$ cat config.mk
export PLATFORM = sky130hd
export DESIGN_NAME = tm_infer_sequencer
export DESIGN_NICKNAME = d
export VERILOG_FILES = /design/src/rtl/tm_infer_sequencer.sv
export SDC_FILE = /design/constraint.sdc
export NUM_CORES = 1
export LEC_CHECK = 0
export ABC_AREA = 1
export CAP_MARGIN = 20
export CORE_MARGIN = 3
export CORE_UTILIZATION = 35
export CTS_CLUSTER_DIAMETER = 80
export CTS_CLUSTER_SIZE = 40
export DETAILED_ROUTE_END_ITERATION = 8
export PLACE_DENSITY_LB_ADDON = 0.1
export SLEW_MARGIN = 20
export SYNTH_ARGS = -nofsm -noshare
export SYNTH_HDL_FRONTEND = slang
export SYNTH_SLANG_ARGS = --single-unit
$ cat constraint.sdc
create_clock -name clk -period 3.2 [get_ports clk]
set_clock_uncertainty 0.2 [all_clocks]
set_input_delay 0.32 -clock clk [delete_from_list [all_inputs] [get_ports clk]]
set_output_delay 0.32 -clock clk [all_outputs]
set_load 0.02 [all_outputs]
$ cat src/rtl/tm_infer_sequencer.sv
// tm_infer_sequencer: run-level sequencer for the TM classifier core (BRAM loads, image stream, result FIFO)
// clk, rst_n                 clock, async active-low reset
// start, abort               run start pulse (IDLE only), synchronous abort
// model_params, n_images     run configuration, latched on start
// s_tvalid/s_tlast/s_tready  image stream in; core_tvalid/core_tready beat handoff to core
// core_rst, core_done, core_class  core hold, completion pulse, class index
// clause_we/addr, weight_we/addr   BRAM load strobes
// m_valid/m_ready/m_data     result FIFO out {img_idx[11:0], class[3:0]}
// busy, run_done, err        status; err is sticky {timeout, tlast misplaced}
module tm_infer_sequencer #(
  parameter int IMG_BEATS = 8,
  parameter int RES_DEPTH = 4,
  parameter int TIMEOUT = 4096
) (
  input  logic        clk,
  input  logic        rst_n,
  input  logic        start,
  input  logic        abort,
  input  logic [18:0] model_params,
  input  logic [15:0] n_images,
  input  logic        s_tvalid,
  input  logic        s_tlast,
  output logic        s_tready,
  input  logic        core_tready,
  output logic        core_tvalid,
  output logic        core_rst,
  output logic        clause_we,
  output logic [8:0]  clause_addr,
  output logic        weight_we,
  output logic [7:0]  weight_addr,
  input  logic        core_done,
  input  logic [3:0]  core_class,
  output logic        m_valid,
  input  logic        m_ready,
  output logic [15:0] m_data,
  output logic        busy,
  output logic        run_done,
  output logic [1:0]  err
);
  localparam int AW = $clog2(RES_DEPTH);
  localparam int PW = AW + 1;
  localparam int CW = $clog2(TIMEOUT) > 9 ? $clog2(TIMEOUT) : 9;
  typedef enum logic [2:0] {IDLE, LOAD_CL, LOAD_WT, STREAM, COMPUTE, RESULT, DONE} state_t;
  state_t state, state_n;
  logic [CW-1:0] cnt, cnt_n, cnt_inc;
  logic [8:0] n_cl;
  logic [3:0] n_cls, cls, cls_n;
  logic [7:0] n_wt;
  logic [15:0] n_img, img, img_n;
  logic [1:0] err_n;
  logic [PW-1:0] wr, rd;
  logic [15:0] mem [RES_DEPTH];
  logic full, pop, push;
  logic unused_params;
  assign unused_params = ^model_params[5:0];
  assign cnt_inc = cnt + CW'(1);
  assign n_wt = 8'(n_cls) * 8'd5;
  assign full = wr == {~rd[AW], rd[AW-1:0]};
  assign m_valid = wr != rd;
  assign pop = m_valid && m_ready;
  assign m_data = m_valid ? mem[rd[AW-1:0]] : '0;
  assign s_tready = state == STREAM && core_tready;
  assign core_tvalid = state == STREAM && s_tvalid;
  assign core_rst = state == IDLE || state == DONE;
  assign clause_we = state == LOAD_CL && n_cl != '0;
  assign clause_addr = state == LOAD_CL ? cnt[8:0] : '0;
  assign weight_we = state == LOAD_WT && n_wt != '0;
  assign weight_addr = state == LOAD_WT ? cnt[7:0] : '0;
  assign busy = state != IDLE;
  assign run_done = state == DONE;
  // cnt is shared: BRAM address in the load states, beat index in STREAM, watchdog in COMPUTE
  always_comb begin
    state_n = state;
    cnt_n = cnt;
    img_n = img;
    cls_n = cls;
    err_n = err;
    push = 1'b0;
    case (state)
      IDLE: if (start) begin
        state_n = LOAD_CL;
        cnt_n = '0;
        img_n = '0;
        err_n = 2'b00;
      end
      LOAD_CL: if (n_cl == '0 || cnt_inc == CW'(n_cl)) begin
        state_n = LOAD_WT;
        cnt_n = '0;
      end else cnt_n = cnt_inc;
      LOAD_WT: if (n_wt == '0 || cnt_inc == CW'(n_wt)) begin
        state_n = n_img == '0 ? DONE : STREAM;
        cnt_n = '0;
      end else cnt_n = cnt_inc;
      STREAM: if (s_tvalid && core_tready) begin
        err_n[0] = err[0] || (s_tlast != (cnt == CW'(IMG_BEATS - 1)));
        state_n = cnt == CW'(IMG_BEATS - 1) ? COMPUTE : STREAM;
        cnt_n = cnt == CW'(IMG_BEATS - 1) ? '0 : cnt_inc;
      end
      COMPUTE: if (core_done) begin
        cls_n = core_class;
        state_n = RESULT;
      end else if (cnt == CW'(TIMEOUT - 1)) begin
        cls_n = 4'hF;
        err_n[1] = 1'b1;
        state_n = RESULT;
      end else cnt_n = cnt_inc;
      RESULT: begin
        cnt_n = '0;
        if (!full || pop) begin
          push = 1'b1;
          img_n = img + 16'd1;
          state_n = img + 16'd1 == n_img ? DONE : STREAM;
        end
      end
      DONE: state_n = IDLE;
      default: state_n = IDLE;
    endcase
    if (abort) begin
      state_n = IDLE;
      cnt_n = '0;
      img_n = '0;
      err_n = err;
      push = 1'b0;
    end
  end
  always_ff @(posedge clk or negedge rst_n)
    if (!rst_n) begin
      state <= IDLE;
      cnt <= '0;
      img <= '0;
      cls <= '0;
      err <= '0;
      n_cl <= '0;
      n_cls <= '0;
      n_img <= '0;
      wr <= '0;
      rd <= '0;
    end else begin
      state <= state_n;
      cnt <= cnt_n;
      img <= img_n;
      cls <= cls_n;
      err <= err_n;
      if (state == IDLE && start && !abort) begin
        n_cl <= model_params[14:6];
        n_cls <= model_params[18:15];
        n_img <= n_images;
      end
      wr <= abort ? '0 : wr + PW'(push);
      rd <= abort ? '0 : rd + PW'(pop);
    end
  always_ff @(posedge clk)
    if (push) mem[wr[AW-1:0]] <= {img[11:0], cls};
endmodule
Word level (Yosys, flattened, before mapping):

Memory sizes are Yosys's and may differ from the RTL's.
Cells that the tools add are included.

* bitwise logic cells: 2
* multiply operators: 1
* $add $sub $neg: 4
* muxes and demuxes: 43
* equality and inequality tests: 26
* reductions and logical operators: 33

Operators with widths (count)
* $mux 12: 8
* $pmux 12 s6: 1
* $mux 16: 4
* $mux 3: 13
* $pmux 16 s2: 1
* $pmux 3 s6: 1
* $add 16x1->16 const B: 1
* $eq 16x16->1: 1
* $logic_not 16->1: 1
* $add 12x1->12 const B: 1
* $eq 12x12->1 const B: 1
* $eq 12x3->1 const B: 1
* $eq 12x7->1: 1
* $eq 12x9->1: 1
* $ne 3x3->1 const B: 4
* $reduce_and 5->1: 2
* $eq 3x3->1 const B: 3
* $logic_not 9->1: 1
* $mux 9: 1
* $ne 3x2->1 const B: 3
* $reduce_bool 9->1: 1
* $logic_and 1x1->1: 8
* $logic_not 8->1: 1
* $mux 1: 8
* other kinds (26): 41

* memories: 1
* bits of input ports: 48
* RAM bits: 64
* bits in registers: 72

Memory list
* mem: depth 4, width 16, read ports 1, clocked after Yosys merged registers in 0, wr ports 1, line 52 `logic [15:0] mem [RES_DEPTH];`

Depth between registers and ports, before layout:

* word-level depth: 9
* gate-level depth with buffers: 17
* gate-level depth less buffers: 17

Least setup slack after synthesis:

No wires, ideal clock.

* path type: register -> register
* start: register state[1]
* end: memory mem[2][0], enable pin
* path slack: 117 ps
* required time: 2591 ps
* period minus slack after synthesis: 3083 ps
* library setup time: 409 ps
* arrival time: 2473 ps
* cell stages (with the launch flop): 9
* path buffers: 1
* cell sequence: dfrtp_1 -> inv_1 -> nand2_1 -> nor2_1 -> nand2_1 -> a21oi_2 -> inv_1 -> buf_2 -> nor3_1

* word-level cells in the longest chain between the ends: 5

Ends and longest elaborated chain
* start: declaration: line 44 `state_t state, state_n;`
* start signal: assignment: line 139 `state <= state_n;`
* $eq 3x3->1: line 79 `case (state)`
* $mux 1: line 79
* $mux 1: line 118 `if (abort) begin`
* $mux 1: line 153 `if (push) mem[wr[AW-1:0]] <= {img[11:0], cls};`
* $mux 1 (not written as such): line 153
* end: declaration: line 52

Every way passes these cells.

Worst setup path after layout:

* start: register rd[0]
* end: output port m_data[7]

* word-level cells in the longest chain between the ends: 2
* elaborated cells between the ends (all ways): 3

Ends and longest elaborated chain
* start: declaration: line 51 `logic [PW-1:0] wr, rd;`
* start signal: assignment: line 150 `rd <= abort ? '0 : rd + PW'(pop);`
* $mem_v2 4x16 / $ne 3x3->1 (equally long branches)
* $mux 16 *: line 61 `assign m_data = m_valid ? mem[rd[AW-1:0]] : '0;`
* end: declaration: line 35 `output logic [15:0] m_data,`

Every way passes the cells marked *; elsewhere a longest branch is shown, timed or not.

==> results.toml <==
[sta]
whs_ps = 257
rsz0062_at_grt = "no"
hold_viol = 0
final-max-slew-violation-count = 0
slew_headroom_pct = 35.6
tns_ps = 0
fin_ws_ps = 268
fmax_ghz = 0.341
fin_crit_sh_pct = 91.6
fin_crit_ps = 2930
worst_pin_slew_ps = 967
setup_violations = 0

[synth]
synthesis.area_per_instance_um2 = 7.94
synth_top_family_by_area = "simple AND/OR/NAND/NOR gates"
synth_xor_xnor_area_share_pct = 0.959
yosys_warnings = 0
synth-async-reset-ratio_pct = 52.9
synth_adder_area_share_pct = 1.99
postSynthCellCount = 920
synth_top_area_share_pct = 26.3
yosys-top-cells-area = "edfxtp_1, dfrtp_1, nand2_1"
yosysUniqueCellTypes = 36
synth_mux_area_share_pct = 0.308
yosysTopAreaCell = "edfxtp_1"
synthFlopType = "dfrtp_1"
synth-edff-count = 64
synth_compound_area_share_pct = 8.75
yosys.area_share.simple_pct = 29.4
synth.net_count = 979
netlist_area_um2 = 7300
seq_area_frac_synth_pct = 51.0
yosys_register_bits = 136

[global_route]
grt_pass1_vias = 6102
grt_use_total_pct = 18.2
antenna_found_initial = 0
grt_pass1_wl_mm = 32.0
grt_max_degree = 73
grt-ovfl-total = 0

[pwr]
p_switching_mw = 1.85
pwr-share-seq_pct = 38.2
power.total_mw = 5.73
p_comb_share_pct = 25.3
clkPwrFrac_pct = 36.5
p_leak_nw = 4.10
p_int_mw = 3.88
power_density_nw_per_um2 = 619
ir_worst_vdd_uv = 385
p_sw_share_pct = 32.3

[routing]
wl_mm = 19.4
drc = 0
vias_per_cell = 4.83
drt-wirelength-per-cell_um = 14.8
via_count = 6334
drt-pass1-iter-count = 5
drtIter0Drc = 364
ant_nets = 0

[cells_and_area]
fin_nets = 1088
fillers = 2042
n_antenna_cell = 0
synthToLayoutAreaGrowth_pct = 26.7
drive_above_1_share_pct = 8.35

[clocking]
cts.sinks = 136
h-tree-depth = 4
cts_buffers = 17
cts_tree = "yes"
clk_latency_ps = 420
clockBufferDepth = 2
path_clk_slew_ps = 60
clockRootBuffer = "clkbuf_16"

[worst_setup_path]
worstRegToRegCells = 12
start_kind = "flip-flop"
end_kind = "output pin"
critPathArrivalTime_ps = 2410
cp.depth = 9
cp_cell_sequence = "buf_4 -> nand2_1 -> nand2_1 -> a21oi_1 -> nand2_1 -> buf_4 -> nand2_1 -> inv_1 -> clkdlybuf4s50_1"
r2r_start = "n_cls[3]"
path_delay_family = "buffers and inverters"
max_stage_delay_ps = 520
crit_path_max_fanout = 18
crit_buf_inv = 4
rrSetupSlack_ps = 280
path_class = "reg2out"
cpMostUsedCell = "nand2_1"
worstSetupStartpoint = "rd[0]"
cp-endpoint = "m_data[7]"
cp_slowest_cell = "clkdlybuf4s50_1"
r2r_end = "cnt[5]"
required_ps = 2680

[placed_design]
place_congestion = 0.861
hpwl_mm = 14.3
dp_slack_ps = 282
portBuffers = 84

[floorplan]
initial_core_util_pct = 35.9
die_w_um = 150
die_area_um2 = 22600
die_y_um = 150
ios = 91
placementRows = 52
core_area_um2 = 20400

[status]
run_status = "finished, final reports clean"

[flow_run]
maxCapViolCount = 0

[hold_path]
hold_path_class = "in2reg"
==> synthesized netlist by cell type, types with 4 or more instances <==
cell type  number
nand2_1       261
nor2_1        123
inv_1         116
o21ai_0        75
dfrtp_1        72
nand3_1        65
edfxtp_1       64
o22ai_1        27
nand4_1        21
clkbuf_1       13
ha_1           10
buf_2           8
nand3_2         7
a21oi_1         6
nand3b_1        6
nor3_1          6
nor4_1          5
nand2_2         4
xnor2_1         4
xor2_1          4
==> kinds of logic (layout without fill, tap and decap cells) <==
family	after synthesis	in the layout
compound gates	117	117
xor+xnor	8	8
fa+ha+maj	11	11
buf+inv	143	265
flops	136	136
mux	2	2
simple gates	503	503
==> metal layers <==
metal  up-vias  GRT usage, %  share of wire, %
met4         0          5.26               1.5
met3        21          2.95               3.8
met2       139          28.6                47
met1      2931          26.1                48
met5         -             0                 0
li1       3243             -                 -
==> power by group through the flow <==
| stage | Combinational, mW | Clock, mW | Sequential, mW |
|---|---|---|---|
| 2_1_floorplan | 1.00 | 0 | 2.18 |
| 3_3_place_gp | 1.46 | 0 | 2.22 |
| 3_5_place_dp | 1.46 | 0 | 2.22 |
| 4_1_cts | 1.47 | 2.12 | 2.19 |
| 5_1_grt | 1.67 | 2.20 | 2.21 |
| 6_report | 1.45 | 2.09 | 2.19 |
==> cell usage in the layout (no fill, tap or decap), types with 2 or more instances in the layout <==
cell type,n
nor3_2,4
xnor2_1,4
buf_4,30
nor3_1,2
clkinv_1,4
a31oi_1,2
mux2_2,2
nand3_1,65
nor2_1,122
nand4_1,21
clkinv_4,4
xor2_1,4
nand3_2,7
o21ai_0,75
clkinv_2,2
nand2_2,4
a211oi_1,2
a21oi_2,2
clkdlybuf4s50_1,82
nor2_2,2
a21oi_1,6
edfxtp_1,64
clkbuf_16,17
nand3b_1,6
bufinv_16,4
ha_1,10
nor2_4,3
inv_6,3
inv_1,116
nor4_1,4
o22ai_1,27
dfrtp_1,72
nand2_1,261
==> state kept, by name, indices dropped and copies added (netlist names) <==
register and cells:
state 3, rd 3, n_cls 4, mem 64, n_cl 9, img 16
n_img 16, err 2, wr 3, cnt 12, cls 4
==> through the flow <==
step           cell area, um2  cells  util [%]
2_1_floorplan            7300    920         -
3_3_place_gp             8610   1278      42.3
3_5_place_dp             8610   1278      42.3
4_1_cts                  9250   1311      45.4
5_1_grt                  9260   1312      45.5
6_report                 9260   1312      45.5
==> area by class of cell <==
| class | count | area (um2) | area share, % |
|---|---|---|---|
| sequential | 136 | 3720 | 40.2 |
| timing repair buffer | 114 | 1070 | 11.5 |
| clock buffer | 17 | 425 | 4.60 |
| inverter | 119 | 447 | 4.82 |
| multi-input combinational | 641 | 3060 | 33.0 |
| clock inverter | 15 | 199 | 2.15 |
| tap | 270 | 338 | 3.65 |
==> how the worst min path moves through the flow <==
stage / start / endpoint / slack [ps] / cells after the start
after floorplan: rst_n / cls[0] / -180 / 0
after global placement: cnt[11] / cnt[11] / 310 / 2
after detailed placement: cnt[11] / cnt[11] / 310 / 2
after CTS: n_images[15] / n_img[15] / 250 / 3
after global routing: n_images[13] / n_img[13] / 280 / 3
final: n_images[12] / n_img[12] / 260 / 3
==> tightest hold or removal path: stages <==
cell             delay, ps
clkdlybuf4s50_1        390
nand2_1                 60
o21ai_0                 60
==> repair_timing <==
item                                   in CTS  in global routing
hold buffers                                1                  0
endpoints found under the hold margin      72                  0
gates resized for setup                     0                  1
buffers inserted                            0                  1
setup endpoints to repair                   0                  1
Power figures use the tool's default switching activity.
